--- src/rtl/blastit_parser_pkg.sv ---
// Shared constants for the OBD line parser: ASCII control characters and FSM states.
package blastit_parser_pkg;

  localparam logic [7:0] CHR_CR     = 8'h0D;
  localparam logic [7:0] CHR_LF     = 8'h0A;
  localparam logic [7:0] CHR_SP     = 8'h20;
  localparam logic [7:0] CHR_PROMPT = 8'h3E;

  typedef enum logic [1:0] {
    S_WAIT  = 2'd0,
    S_POP   = 2'd1,
    S_PROC  = 2'd2,
    S_READY = 2'd3
  } state_t;

endpackage

--- src/rtl/hex_nibble_decode.sv ---
// ASCII hex digit decoder: maps '0'-'9', 'A'-'F', 'a'-'f' to a 4-bit value.
module hex_nibble_decode (
  input  logic [7:0] ch,
  output logic [3:0] value,
  output logic       is_hex
);

  // Range-based decode; value is 0 for non-hex characters.
  always_comb begin
    value  = 4'h0;
    is_hex = 1'b0;
    if (ch >= 8'h30 && ch <= 8'h39) begin
      value  = 4'(ch - 8'h30);
      is_hex = 1'b1;
    end else if (ch >= 8'h41 && ch <= 8'h46) begin
      value  = 4'(ch - 8'h37);
      is_hex = 1'b1;
    end else if (ch >= 8'h61 && ch <= 8'h66) begin
      value  = 4'(ch - 8'h57);
      is_hex = 1'b1;
    end
  end

endmodule

--- src/rtl/obd_line_parser.sv ---
// OBD (ELM327-style) response line parser sitting behind the uart RX FIFO.
// Pops characters, decodes space-separated hex pairs into a byte buffer and
// holds each completed line for the MCU until it pulses clear.
// Optional macro OBD_PARSER_CHECKSUM_EN builds a mod-256 sum of stored bytes.
//
// state   | meaning
// S_WAIT  | idle, waiting for a character in the FIFO
// S_POP   | pop strobe to FIFO, capture head character
// S_PROC  | decode the captured character
// S_READY | line complete and frozen, waiting for clear
module obd_line_parser
  import blastit_parser_pkg::*;
#(
  parameter int MAX_BYTES = 16,
  parameter int IDX_BITS  = 4,
  parameter int CNT_BITS  = 5
) (
  input  logic                clk,
  input  logic                reset,
  input  logic                rx_empty,
  input  logic [7:0]          r_data,
  output logic                rd_uart,
  input  logic                clear,
  input  logic [IDX_BITS-1:0] byte_idx,
  output logic [7:0]          byte_out,
  output logic [CNT_BITS-1:0] byte_count,
  output logic                line_ready,
  output logic                prompt_tick,
  output logic                e_char,
  output logic                e_nibble,
  output logic                e_ovf,
  output logic [7:0]          checksum
);

  state_t        state, state_nxt;
  logic [7:0]    ch_reg;
  logic          have_hi;
  logic [3:0]    hi_nib;
  logic [7:0]    buffer [MAX_BYTES];
  logic [3:0]    nib_val;
  logic          nib_is_hex;
  logic          in_proc;
  logic          buf_full;
  logic          pair_done;
  logic          store_byte;
  logic          line_clr;
  logic          cr_terminates;
  logic [7:0]    new_byte;

  hex_nibble_decode u_hex (
    .ch     (ch_reg),
    .value  (nib_val),
    .is_hex (nib_is_hex)
  );

  assign in_proc    = (state == S_PROC);
  assign buf_full   = (byte_count == CNT_BITS'(MAX_BYTES));
  assign pair_done  = in_proc && nib_is_hex && have_hi;
  assign store_byte = pair_done && !buf_full;
  assign new_byte   = {hi_nib, nib_val};
  assign line_clr   = (in_proc && ch_reg == CHR_PROMPT) || (state == S_READY && clear);
  // A lone high nibble at CR raises e_nibble, so it also makes the line non-blank.
  assign cr_terminates = have_hi || (byte_count != '0) || e_char || e_nibble || e_ovf;

  // State register.
  always_ff @(posedge clk or posedge reset) begin
    if (reset) state <= S_WAIT;
    else       state <= state_nxt;
  end

  // Next-state logic and Moore outputs.
  always_comb begin
    state_nxt  = state;
    rd_uart    = 1'b0;
    line_ready = 1'b0;
    case (state)
      S_WAIT:  if (!rx_empty) state_nxt = S_POP;
      S_POP: begin
        rd_uart   = 1'b1;
        state_nxt = S_PROC;
      end
      S_PROC: begin
        if (ch_reg == CHR_CR && cr_terminates) state_nxt = S_READY;
        else                                   state_nxt = S_WAIT;
      end
      S_READY: begin
        line_ready = 1'b1;
        if (clear) state_nxt = S_WAIT;
      end
      default: state_nxt = S_WAIT;
    endcase
  end

  // Per-line control state: character capture, nibble pairing, count and flags.
  always_ff @(posedge clk or posedge reset) begin
    if (reset) begin
      ch_reg      <= 8'h00;
      have_hi     <= 1'b0;
      hi_nib      <= 4'h0;
      byte_count  <= '0;
      prompt_tick <= 1'b0;
      e_char      <= 1'b0;
      e_nibble    <= 1'b0;
      e_ovf       <= 1'b0;
    end else begin
      prompt_tick <= 1'b0;
      if (state == S_POP) ch_reg <= r_data;
      if (line_clr) begin
        have_hi     <= 1'b0;
        byte_count  <= '0;
        e_char      <= 1'b0;
        e_nibble    <= 1'b0;
        e_ovf       <= 1'b0;
        prompt_tick <= in_proc;
      end else if (in_proc) begin
        if (nib_is_hex) begin
          if (!have_hi) begin
            hi_nib  <= nib_val;
            have_hi <= 1'b1;
          end else begin
            have_hi <= 1'b0;
            if (buf_full) e_ovf      <= 1'b1;
            else          byte_count <= byte_count + CNT_BITS'(1);
          end
        end else if (ch_reg == CHR_SP || ch_reg == CHR_CR) begin
          if (have_hi) e_nibble <= 1'b1;
          have_hi <= 1'b0;
        end else if (ch_reg != CHR_LF) begin
          e_char <= 1'b1;
        end
      end
    end
  end

  // Byte buffer; contents only matter once counted, so no reset is needed.
  always_ff @(posedge clk) begin
    for (int i = 0; i < MAX_BYTES; i++)
      if (store_byte && byte_count == CNT_BITS'(i)) buffer[i] <= new_byte;
  end

  // Indexed read, forced to zero beyond the decoded byte count.
  always_comb begin
    byte_out = 8'h00;
    for (int i = 0; i < MAX_BYTES; i++)
      if (byte_idx == IDX_BITS'(i) && CNT_BITS'(i) < byte_count) byte_out = buffer[i];
  end

`ifdef OBD_PARSER_CHECKSUM_EN
  // Running mod-256 sum of stored bytes; frozen with the line.
  always_ff @(posedge clk or posedge reset) begin
    if (reset)           checksum <= 8'h00;
    else if (line_clr)   checksum <= 8'h00;
    else if (store_byte) checksum <= checksum + new_byte;
  end
`else
  assign checksum = 8'h00;
`endif

endmodule

--- config.mk ---
export PLATFORM = sky130hd
export DESIGN_NAME = obd_line_parser
export DESIGN_NICKNAME = d
export VERILOG_FILES = /design/src/rtl/blastit_parser_pkg.sv /design/src/rtl/hex_nibble_decode.sv /design/src/rtl/obd_line_parser.sv
export SDC_FILE = /design/constraint.sdc
export NUM_CORES = 1
export LEC_CHECK = 0
export ABC_CLOCK_PERIOD_IN_PS = 2800
export BUFFER_PORTS_ARGS = -buffer_cell sky130_fd_sc_hd__buf_4
export CORE_ASPECT_RATIO = 1.25
export CORE_MARGIN = 1
export CORE_UTILIZATION = 50
export CTS_BUF_LIST = sky130_fd_sc_hd__clkbuf_8
export DETAILED_ROUTE_END_ITERATION = 16
export HOLD_SLACK_MARGIN = 0.15
export PLACE_DENSITY = 0.74
export SYNTH_ARGS = -nofsm -noshare
export SYNTH_HDL_FRONTEND = slang
export SYNTH_HIERARCHICAL = 1
export SYNTH_SLANG_ARGS = --single-unit
--- constraint.sdc ---
create_clock -name clk -period 2.8 [get_ports clk]
set_input_delay 0.14 -clock clk [delete_from_list [all_inputs] [get_ports clk]]
set_output_delay 0.14 -clock clk [all_outputs]
set_load 0.005 [all_outputs]
; ---- Yosys cells after proc, flatten, opt, wreduce, memory -nomap -nowiden
; Memory sizes are Yosys's and may differ from the RTL's.
; Index checks and enable logic that the tools add are counted.
[classes]
n_reduce_logical = 81
n_eq_ne = 43
add_sub_neg = 4
magnitude_cmp = 22
n_bitwise = 2
mux = 131
[op_table]
columns = op, count
row1 = 2-to-1 mux 8 bit, 31
row2 = OR reduction 8 bit, 15
row3 = 2-to-1 mux 1 bit, 73
row4 = 2-to-1 mux 4 bit, 18
row5 = logical AND 1 bit, 41
row6 = equality test 5 x 4 -> 1 bit (second input constant), 8
row7 = less-than comparator 4 x 5 -> 1 bit (first input constant), 8
row8 = equality test 4 bit (second input constant), 8
row9 = 2-to-1 mux 5 bit, 5
row10 = equality test 5 x 3 -> 1 bit (second input constant), 4
row11 = less-than comparator 3 x 5 -> 1 bit (first input constant), 4
row12 = AND reduction 4 bit, 5
row13 = equality test 4 x 3 -> 1 bit (second input constant), 4
row14 = equality test 8 x 6 -> 1 bit (second input constant), 2
row15 = greater-or-equal comparator 8 x 7 -> 1 bit (second input constant), 2
row16 = <= comparator 8 x 7 -> 1 bit (second input constant), 2
row17 = nonzero test 2 bit, 6
row18 = equality test 5 x 2 -> 1 bit (second input constant), 2
row19 = less-than comparator 1 x 5 -> 1 bit (first input constant), 2
row20 = less-than comparator 2 x 5 -> 1 bit (first input constant), 2
row21 = equality test 4 x 2 -> 1 bit (second input constant), 2
row22 = equality test 8 x 4 -> 1 bit (second input constant), 1
row23 = greater-or-equal comparator 8 x 6 -> 1 bit (second input constant), 1
row24 = <= comparator 8 x 6 -> 1 bit (second input constant), 1
row25 = other kinds (22), 36
[totals]
output_inout_bits = 27
memories = 1
input_bits = 16
wordCells = 293
ramBits = 128
regBits = 24
[memory_table]
columns = name, depth, width, read_ports, rd_ports_with_merged_regs, wr, line_no
row1 = buffer, 16, 8, 16, 0, 1, obd_line_parser.sv:39  ; logic [7:0] buffer [MAX_BYTES];

; ---- Longest topological paths before layout
[logic_depth]
depth_word = 27
ltp_mapped = 10
depth_no_buf = 10

; ---- Cells and area by module
; Netlist, hierarchy kept.
[modules_own_cells]
columns = module, seq_area_each_um2, n_inst, area_per_inst_um2, cells_per_inst
row1 = obd_line_parser, 4444.3, 1, 6723.9, 472
row2 = hex_nibble_decode, 0.0, 1, 203.9, 25

; ---- Worst setup path before layout
; Ideal clock, no wire load.
[synth_path]
path_type = register to register
start = register ch_reg[0]
end = memory buffer[15][0], in the netlist buffer[1][56], enable pin
arrival_time_ps = 2235
path_slack_ps = 171
setup_ps = 395
path_stages_with_launch = 8
required_ps = 2405
period_less_slack_ps = 2629
cell_sequence = dfrtp_1 inv_1 ha_1 o21bai_1 a21o_2 nand2_1 nand3_1 nor4_1
[synth_between]
elab_chain_len = 27
elab_cells_between_ends = 108
classes_between = order compare: 6 / mux: 65 / reduce/logical: 37
[synth_lines]
columns = element, line_no
row1 = from (decl), obd_line_parser.sv:36  ; logic [7:0] ch_reg;
row2 = from (signal assigned), obd_line_parser.sv:107  ; if (state == S_POP) ch_reg <= r_data;
row3 = greater-or-equal comparator 8 x 7 -> 1 bit / <= comparator 8 x 7 -> 1 bit (equally long branches), hex_nibble_decode.sv:18  ; end else if (ch >= 8'h61 && ch <= 8'h66) begin
row4 = logical AND 1 bit, hex_nibble_decode.sv:18
row5 = 2-to-1 mux 1 bit, hex_nibble_decode.sv:18
row6 = 2-to-1 mux 1 bit, hex_nibble_decode.sv:15  ; end else if (ch >= 8'h41 && ch <= 8'h46) begin
row7 = 2-to-1 mux 1 bit (*), hex_nibble_decode.sv:12  ; if (ch >= 8'h30 && ch <= 8'h39) begin
row8 = via nib_is_hex, obd_line_parser.sv:41  ; logic nib_is_hex;
row9 = logical AND 1 bit (*) (2 in a row), obd_line_parser.sv:58  ; assign pair_done = in_proc && nib_is_hex && have_hi;
row10 = logical AND 1 bit (*), obd_line_parser.sv:59  ; assign store_byte = pair_done && !buf_full;
row11 = logical AND 1 bit, obd_line_parser.sv:138  ; if (store_byte && byte_count == CNT_BITS'(i)) buffer[i] <= new_byte;
row12 = 2-to-1 mux 1 bit, obd_line_parser.sv:138
row13 = 2-to-1 mux 1 bit (implied by the code), obd_line_parser.sv:138
row14 = OR reduction 8 bit (no source line), -
row15 = 2-to-1 mux 4 bit (no source line) / 2-to-1 mux 1 bit (equally long branches) (15 in a row), -
row16 = to (decl), obd_line_parser.sv:39
; Mark *: on every way through the listed nets, which the timed path passes. The rest lies on a longest branch.

; ---- Worst setup path in the final report
[layout_path]
start = register byte_count[3]
end = output port byte_out[5]
[layout_between]
elab_chain_len = 18
elab_cells_between_ends = 48
classes_between = order compare: 16 / mux: 16 / reduce/logical: 16
[layout_lines]
columns = element, line_no
row1 = from (decl), obd_line_parser.sv:26  ; output logic [CNT_BITS-1:0] byte_count,
row2 = from (signal assigned), obd_line_parser.sv:123  ; else byte_count <= byte_count + CNT_BITS'(1);
row3 = less-than comparator 1 x 5 -> 1 bit, obd_line_parser.sv:145  ; if (byte_idx == IDX_BITS'(i) && CNT_BITS'(i) < byte_count) byte_out = buffer[i];
row4 = logical AND 1 bit, obd_line_parser.sv:145
row5 = 2-to-1 mux 8 bit (15 in a row), obd_line_parser.sv:145
row6 = 2-to-1 mux 8 bit (*), obd_line_parser.sv:145
row7 = to (decl), obd_line_parser.sv:25  ; output logic [7:0] byte_out,
; Mark *: on every way between the ends. The rest lies on a longest branch, timed or not.

==> reports/metrics.cfg <==
[status]
status=complete, but fails checks
violations=negative setup slack

[yosys]
async_reset_ff_frac=0.158
yosysWarnings=6
synth_edf_count=128
synth_area_um2=6930
yosys.area_share.adder=0.0108
synth_top_family_by_area=compound AO/OA/AOI/OAI gates
ys_types=73
ys.flop_type=edfxtp_1
syn-mean-instance-area_um2=13.9
netlist.top_cell.by_area=edfxtp_1
synth_compound_area_frac=0.148
muxShareOfSynthArea=0.0224
synth_simple_gate_area_share=0.138
synth_cells=497
ys_ff_latch=152
synth_top_area_share=0.555
yosysSeqAreaShare=0.642
synth_area_leaders=edfxtp_1 (55%), dfrtp_1 (8.7%), a2111oi_4 (2.0%), nand2_1 (2.0%), nor2_1 (2.0%)
synth-xor-area-share=0.00506

[global_route]
grt_pass1_wl_um=27300
grt_use_total=0.261
grt_pass1_vias=4828
grt_max_degree=25
antenna_found_initial=0
gr-total-overflow=0

[place]
dpl.hpwl_um=11700
port_buffers=34
gp_congestion=0.887
place_ws_ns=0.103

[sta]
setup_viol=6
fmax_ghz=0.349
fin_ws_ns=-0.0625
period_share=1.02
drv_slew=0
rsz0062_at_grt=true
relSlewSlack=0.270
final.setup_skew_ns=0.0105
hold_viol=0
min_period_ns=2.86
worst_pin_slew_ns=1.10

[cells_and_area]
syn_to_final_growth_pct=22.6
drive_gt1_frac=0.336
nets=633
largest_reg_flops=128
utilization=0.634
antennaDiodeCount=0

[die]
initial_core_util=0.517
core_um2=13400
ioPinCount=43
die-area_um2=14300
rows=47
die_height_um=134
fp.dieW_um=107

[clocking]
clk-insertion-delay-late_ns=0.45
clock-sinks=152
cts_buffers=17
clk_pin_slew_ns=0.08
h-tree-depth=4
ctsRootBufferMaster=clkbuf_8
cts_tree=done
clock_path_buffers=2

[routing]
wl_per_cell_um=22.7
first_pass_iters=5
postRouteAntennaNets=0
num_vias=4954
drt_iter0_markers=440
drc=0
routed_wl_um=18000
post_drt_via_cell_ratio=6.25

[critical_path]
slowest_stage=dfrtp_2
cp_num_buf_inv=4
required_ns=2.66
critPathLaunchType=register
timing.critical_path.mode_cell=buf_4
crit_type=register to primary output
critical-path-top-delay-family=compound AO/OA/AOI/OAI gates
end_kind=primary output
cpPeakStageDelay_ns=0.46
crit_arrival_ns=2.72
worstPathCellList=buf_4 > nor2_8 > buf_4 > a2111oi_4 > buf_4 > a221o_1 > a31oi_1 > o21ai_2 > a221o_1 > buf_4
path_max_fanout=8

[run]
max_cap_viol_count=0

[pwr]
ir_drop_mv=0.533
leakage_nw=3.19
p_per_area_nw_per_um2=793

[worst_hold_path]
hold_path_class=primary input to asynchronous set/reset pin

[worst paths after layout]
kind	start	endpoint	slack, ns	cells past startpoint
max in group asynchronous	reset	byte_count[1]	1.72	3
hold / removal	reset	ch_reg[4]	0.45	3
min in group clk	r_data[1]	ch_reg[1]	0.45	3
hold reg to reg	e_ovf	e_ovf	0.56	2
setup reg to reg	ch_reg[1]	buffer[1][54]	0.20	8
setup / recovery	byte_count[3]	byte_out[5]	-0.06	10
[cell usage in the layout (no fill, tap or decap), types with 5 or more instances in the layout]
cell | Yosys | layout
a2111oi_4 | 5 | 6
a21oi_1 | 9 | 7
a221o_1 | 8 | 8
a221oi_1 | 8 | 6
a22oi_1 | 14 | 9
a22oi_2 | 0 | 5
a31oi_1 | 6 | 5
and2_1 | 9 | 5
buf_4 | 11 | 92
buf_6 | 7 | 8
clkbuf_8 | 0 | 17
conb_1 | 1 | 8
dfrtp_1 | 24 | 19
dfrtp_2 | 0 | 5
dlygate4sd3_1 | 0 | 12
edfxtp_1 | 128 | 128
ha_1 | 6 | 6
inv_1 | 9 | 11
mux2_2 | 12 | 12
nand2_1 | 36 | 33
nand2b_1 | 8 | 8
nand3_1 | 10 | 9
nor2_1 | 36 | 34
nor3_1 | 14 | 11
nor3_4 | 2 | 6
nor4_1 | 8 | 7
o21ai_0 | 10 | 8
o22ai_1 | 13 | 12
[stage by stage]
step                      cell area, µm²  TNS [ns]  cells  hold slack [ns]  power (mW)
after floorplan                     6950         0    504            0.155        4.01
after global placement              7470         0    716            0.312        4.59
after detailed placement            7470         0    716            0.321        4.63
after CTS                           8250   -0.0784    773            0.442        6.49
after global routing                8500    -0.862    793            0.449        6.99
final                               8500    -0.144    793            0.450        6.74
[per-layer routing]
metal	GRT usage	vias to the layer above	share of wire
met5	0	-	0
met4	0.125	0	0.040
met3	0.0572	61	0.060
met2	0.438	215	0.52
met1	0.319	2491	0.38
li1	-	2187	-
[cells in the mapped netlist (all sizes together) (5+ instances only)]
cell type / n
nor2: 38
nand2: 36
and2: 9
a2111oi: 8
a221o: 8
nor3: 20
edfxtp: 128
buf: 25
nor2b: 5
a21oi: 9
mux2: 12
inv: 9
and3: 5
o22ai: 13
nor4: 8
or3: 5
dfrtp: 24
a31oi: 6
a221oi: 10
a211oi: 5
ha: 6
a22oi: 14
nand2b: 9
o21ai: 13
nand3: 10
[tightest hold or removal path, cell delays in order]
cell           delay [ns]
dlygate4sd3_1        0.54
buf_4                0.13
inv_1                0.66
[power breakdown]
group	switching [mW]	internal, mW	leakage [nW]
clock	0.816	0.775	0.182
combinational	1.13	1.00	1.46
sequential	0.280	2.74	1.55
[repair_timing]
item,in CTS,in global routing
gates resized for setup,40,23
hold endpoints to repair,34,0
endpoints found under the setup margin,8,44
pin swaps,17,20
setup buffers,16,20
hold buffers,12,0
[final cells by class]
cell class	count	area, µm²
Fill cell	987	4910
Clock buffer	17	234
Multi-Input combinational cell	317	2490
Sequential cell	152	4450
Inverter	9	33.8
Tap cell	171	214
Clock inverter	13	134
Timing Repair Buffer	114	941
[cell families after synthesis]
kind of cell	count (synthesis)
muxes	14
other	1
AOI/OAI and AO/OA	119
xor gates and xnor gates	4
and+or+nand+nor	166
DFF	152
adders and majority gates	6
buffers and inverters	35
No activity file was read; power rests on OpenSTA's default activity.
